## config.mk

```make
export PLATFORM = sky130hd
export DESIGN_NAME = instruction_cj_encoder
export DESIGN_NICKNAME = d
export VERILOG_FILES = /design/src/rtl/instruction_cj_encoder_pkg.sv /design/src/rtl/instruction_cj_encoder_cj_compress.sv /design/src/rtl/instruction_cj_encoder.sv
export SDC_FILE = /design/constraint.sdc
export NUM_CORES = 1
export LEC_CHECK = 0
export ABC_CLOCK_PERIOD_IN_PS = 2300
export BUFFER_PORTS_ARGS = -buffer_cell sky130_fd_sc_hd__buf_4
export CORE_ASPECT_RATIO = 1.4
export CORE_UTILIZATION = 53
export CTS_CLUSTER_SIZE = 12
export DETAILED_ROUTE_END_ITERATION = 10
export HOLD_SLACK_MARGIN = 0.15
export PLACE_DENSITY = 0.83
export SLEW_MARGIN = 20
export SYNTH_ARGS = -nofsm -noshare
export SYNTH_HDL_FRONTEND = slang
export SYNTH_SLANG_ARGS = --single-unit
export TNS_END_PERCENT = 10
```

## constraint.sdc

```tcl
create_clock -name iCLK -period 2.3 [get_ports iCLK]
set_input_delay 0.69 -clock iCLK [delete_from_list [all_inputs] [get_ports iCLK]]
set_output_delay 0.69 -clock iCLK [all_outputs]
set_load 0.005 [all_outputs]
```

## src/rtl/instruction_cj_encoder_pkg.sv

```systemverilog
// Shared constants and types for the JAL -> c.j/c.jal packer.
// Used by the compressor and the packing top level.
package instruction_cj_encoder_pkg;

  localparam logic [6:0]  JAL      = 7'b1101111;
  localparam logic [2:0]  F3_CJ    = 3'b101;
  localparam logic [2:0]  F3_CJAL  = 3'b001;
  localparam logic [1:0]  QUAD_C1  = 2'b01;
  localparam logic [15:0] C_NOP    = 16'h0001;

  typedef enum logic {
    EMPTY = 1'b0,
    HALF  = 1'b1
  } pack_state_t;

endpackage

```

## src/rtl/instruction_cj_encoder_cj_compress.sv

```systemverilog
// Combinational check and encoder: JAL x0/x1 with a
// 12-bit reachable offset becomes c.j / c.jal.
import instruction_cj_encoder_pkg::*;

module cj_compress (
  input  logic [31:0] instr,
  output logic        is_c,
  output logic [15:0] c16
);

  logic       op_ok;
  logic       rd_ok;
  logic       imm_ok;
  logic [8:0] upper;

  // instr[31] is imm[20], instr[19:12] is imm[19:12],
  // instr[20] is imm[11]
  assign upper  = {instr[31], instr[19:12]};
  assign op_ok  = instr[6:0] == JAL;
  assign rd_ok  = instr[11:8] == 4'd0;
  assign imm_ok = upper == {9{instr[20]}};
  assign is_c   = op_ok && rd_ok && imm_ok;

  // rd bit 7 selects c.jal (ra) over c.j (x0)
  assign c16 = {
    instr[7] ? F3_CJAL : F3_CJ,
    instr[20],
    instr[24],
    instr[29:28],
    instr[30],
    instr[26],
    instr[27],
    instr[23:21],
    instr[25],
    QUAD_C1
  };

endmodule

```

## src/rtl/instruction_cj_encoder.sv

```systemverilog
// Compresses eligible JALs and packs the resulting
// 16/32-bit stream into aligned 32-bit words.
import instruction_cj_encoder_pkg::*;

module instruction_cj_encoder (
  input  logic        iCLK,
  input  logic        iRST_N,
  input  logic        iVALID,
  input  logic [31:0] iINSTR,
  output logic        oREADY,
  input  logic        iFLUSH,
  output logic        oVALID,
  output logic [31:0] oWORD,
  input  logic        iREADY,
  output logic        oHALF,
  output logic [15:0] oCOMP_CNT
);

  pack_state_t state;
  logic [15:0] half_q;
  logic        is_c;
  logic [15:0] c16;
  logic        can_load;
  logic        flush_go;
  logic        acc;

  cj_compress u_comp (
    .instr (iINSTR),
    .is_c  (is_c),
    .c16   (c16)
  );

  assign can_load = !oVALID || iREADY;
  assign flush_go = can_load && iFLUSH && (state == HALF);
  assign oREADY   = can_load && !(iFLUSH && (state == HALF));
  assign acc      = iVALID && oREADY;
  assign oHALF    = state == HALF;

  // Packer state, held halfword and the single output register
  always_ff @(posedge iCLK or negedge iRST_N) begin
    if (!iRST_N) begin
      state  <= EMPTY;
      half_q <= 16'h0000;
      oVALID <= 1'b0;
      oWORD  <= 32'h0;
    end else if (flush_go) begin
      oWORD  <= {C_NOP, half_q};
      oVALID <= 1'b1;
      state  <= EMPTY;
    end else if (acc) begin
      unique case (1'b1)
        is_c && state == EMPTY: begin
          half_q <= c16;
          state  <= HALF;
          oVALID <= 1'b0;
        end
        is_c && state == HALF: begin
          oWORD  <= {c16, half_q};
          oVALID <= 1'b1;
          state  <= EMPTY;
        end
        !is_c && state == EMPTY: begin
          oWORD  <= iINSTR;
          oVALID <= 1'b1;
        end
        default: begin
          oWORD  <= {iINSTR[15:0], half_q};
          half_q <= iINSTR[31:16];
          oVALID <= 1'b1;
        end
      endcase
    end else if (can_load) begin
      oVALID <= 1'b0;
    end
  end

  // Saturating count of instructions sent compressed
  always_ff @(posedge iCLK or negedge iRST_N) begin
    if (!iRST_N) begin
      oCOMP_CNT <= 16'h0000;
    end else if (acc && is_c && oCOMP_CNT != 16'hFFFF) begin
      oCOMP_CNT <= oCOMP_CNT + 16'd1;
    end
  end

endmodule

```

==> impl_metrics.json <==
{
  "cts_hold_buf": 0,
  "grt_pass1_wl_mm": 17.5,
  "io_pins": 88,
  "setup_tns_ns": -6.30,
  "globalplace.congestion": 0.905,
  "worst_pin_slew_ns": 0.705,
  "critPathMaxStageDelay_ns": 0.43,
  "synth.top_cell.area_share": 0.499,
  "port_buffers": 87,
  "antenna_found_initial": 0,
  "critPathKind": "primary input to flip-flop",
  "ys_ff_latch": 66,
  "ant_nets": 0,
  "status": "finished with violations",
  "rsz0062_at_grt": "true",
  "setup_violations": 53,
  "clock_latency_ns": 0.36,
  "die_h_um": 95.5,
  "drt_first_pass_iters": 5,
  "dieWidth_um": 68.8,
  "fmax_mhz": 377,
  "path_clk_slew_ns": 0.08,
  "leakage_nw": 2.42,
  "ir_worst_vdd_uv": 487,
  "grt_max_degree": 67,
  "synth_area_leader_cell": "dfrtp_1",
  "syn-num-nets": 398,
  "drive_above_1_share": 0.422,
  "setup_ws_ns": -0.352,
  "crit_fanout": 8,
  "clockRootBuffer": "clkbuf_8",
  "syn_area_per_cell_um2": 9.27,
  "syn_to_final_growth_pct": 58.0,
  "relSlewSlack": 0.528,
  "grt_remaining_overflow": 0,
  "violations": "negative setup slack",
  "clock_path_buffers": 2,
  "numCtsBuffers": 9,
  "hold_viol": 0,
  "critPathTopFamily": "simple AND/OR/NAND/NOR gates",
  "cp_slowest_cell": "or3_4",
  "grt_usage": 0.376,
  "yosysUniqueCellTypes": 32,
  "end_kind": "flip-flop",
  "routed_wl_mm": 13.6,
  "place_hpwl_mm": 6.89,
  "num_antenna_cells": 0,
  "netlist_instances": 357,
  "hold_path_class": "primary input to async pin",
  "critPathLaunchType": "primary input",
  "drv_cap": 0,
  "power.density_mw_per_mm2": 564,
  "coreArea_mm2": 0.00595,
  "skew_ns": 0.0114,
  "slew_viol_final": 0,
  "crit_buf_inv": 3,
  "dieArea_mm2": 0.00657,
  "syn_area_mm2": 0.00331,
  "period_needed_ns": 2.65,
  "grt_pass1_vias": 3463,
  "synth_area_leaders": "dfrtp_1 50%, nand2_1 8.2%, o21ai_0 7.3%",
  "drc_errors": 0,
  "start_util": 0.557,
  "viasPerCell": 6.71,
  "required_ns": 2.53,
  "cts_sinks": 66,
  "seq_area_frac_synth": 0.499,
  "htreeDepth": 3,
  "final_nets": 546,
  "period_share": 1.15,
  "cts_tree": "built",
  "yosys_warnings": 0,
  "routedWlPerCell_um": 23.5,
  "vias": 3889,
  "rows": 33,
  "initialDrtViolationCount": 452,
  "cp_cell_sequence": "buf_8 > nand4_1 > or3_4 > a211oi_4 > buf_4 > ha_4 > or3_4 > buf_8 > a22oi_1 > o21ai_1",
  "crit_arrival_ns": 2.89,
  "fin_util": 0.880
}
cells by family (layout without fill, tap and decap cells):
logic type / count (synthesis) / count (layout) / share of synthesized area
flip-flops: 66 / 66 / 0.499
AND/OR/NAND/NOR: 135 / 135 / 0.195
AO/OA/AOI/OAI: 99 / 99 / 0.182
adder cells (fa/ha/maj): 4 / 4 / 0.0151
multiplexers: 13 / 13 / 0.0401
XOR/XNOR: 14 / 14 / 0.0370
buffers and inverters: 26 / 179 / 0.0321
metrics by stage:
step                setup slack, ns  hold WS [ns]  area (um^2)  power [mW]  std cells
floorplan                    -0.520         0.394         3340        1.43        357
global placement             -0.555         0.463         4400        1.73        541
detailed placement           -0.561         0.471         4400        1.74        541
CTS                          -0.111         0.340         4960        2.84        570
global route                 -0.421         0.357         5230        3.03        580
finish                       -0.352         0.301         5230        2.95        580
final cells by class:
type / instances / area [um^2]
multi-input cells: 265 / 1790
flip-flops and latches: 66 / 1650
repair buffers: 159 / 1470
fillers: 259 / 714
clock buffers: 9 / 124
clock inverters: 7 / 93.8
well taps: 70 / 87.6
inverters: 4 / 15.0
placed cells by master, fill, tap and decap left out, drive strengths merged, types with 2 or more instances in the layout:
master / n
a211oi: 3
a21oi: 16
a22oi: 28
a32oi: 2
and3: 7
and4: 7
buf: 155
bufinv: 2
clkbuf: 13
clkinv: 3
clkinvlp: 2
dfrtp: 66
ha: 4
inv: 4
mux2: 2
mux2i: 11
nand2: 73
nand3: 17
nand4: 7
nor2: 13
nor4: 2
o21ai: 49
or3: 3
xnor2: 14
metal layers:
layer | track usage | up-vias | part of all wire
li1 | - | 1576 | -
met1 | 0.438 | 1875 | 0.34
met2 | 0.630 | 334 | 0.49
met3 | 0.0778 | 104 | 0.097
met4 | 0.209 | 0 | 0.071
met5 | 0 | - | 0
final timing paths:
kind | from | end | slack, ns | cells after the start
worst max-delay path | iINSTR[17] | oWORD[0] | -0.35 | 10
worst min-delay path | iRST_N | oWORD[5] | 0.30 | 2
worst max register to register | oHALF | oWORD[11] | 0.06 | 7
worst min register to register | oWORD[2] | oWORD[2] | 0.49 | 2
max in group asynchronous | iRST_N | half_q[11] | 1.67 | 2
min in group iCLK | oWORD[2] | oWORD[2] | 0.49 | 2
synth_stat cells:
cell type / n
a2111oi_4: 1
a211oi_1: 3
a21oi_1: 16
a22oi_1: 28
a32oi_1: 2
and2_1: 1
and3_1: 7
and4_1: 7
buf_2: 1
buf_6: 1
clkbuf_1: 20
dfrtp_1: 66
ha_1: 4
inv_1: 4
mux2_1: 2
mux2i_1: 11
nand2_1: 72
nand2_2: 1
nand2b_1: 1
nand3_1: 17
nand3b_1: 1
nand4_1: 7
nor2_1: 13
nor2b_1: 1
nor3b_2: 1
nor4_1: 2
nor4bb_1: 1
o21ai_0: 48
o21ai_1: 1
or3_1: 2
or3_4: 1
xnor2_1: 14
state kept, by name (all words and copies together), names as in the netlist:
| register | flops |
|---|---|
| oWORD | 32 |
| half_q | 16 |
| oCOMP_CNT | 16 |
| oHALF | 1 |
| oVALID | 1 |
timing repair:
action,in CTS,in global routing
pin swaps,13,9
gates resized for setup,59,55
cloned,3,7
setup buffers,10,4
setup endpoints to repair,34,62
worst register-to-register path, cell delays in order, from the launching register on:
cell     delay [ns]
dfrtp_1        0.55
nand2_1        0.20
nor2_1         0.60
nor3b_4        0.12
buf_4          0.17
buf_6          0.13
a22oi_1        0.23
o21ai_1        0.11
power breakdown:
| part | internal, mW | switching, mW |
|---|---|---|
| logic | 0.295 | 0.259 |
| registers | 1.24 | 0.0575 |
| clock network | 0.608 | 0.489 |
Power figures use the tool's default switching activity.
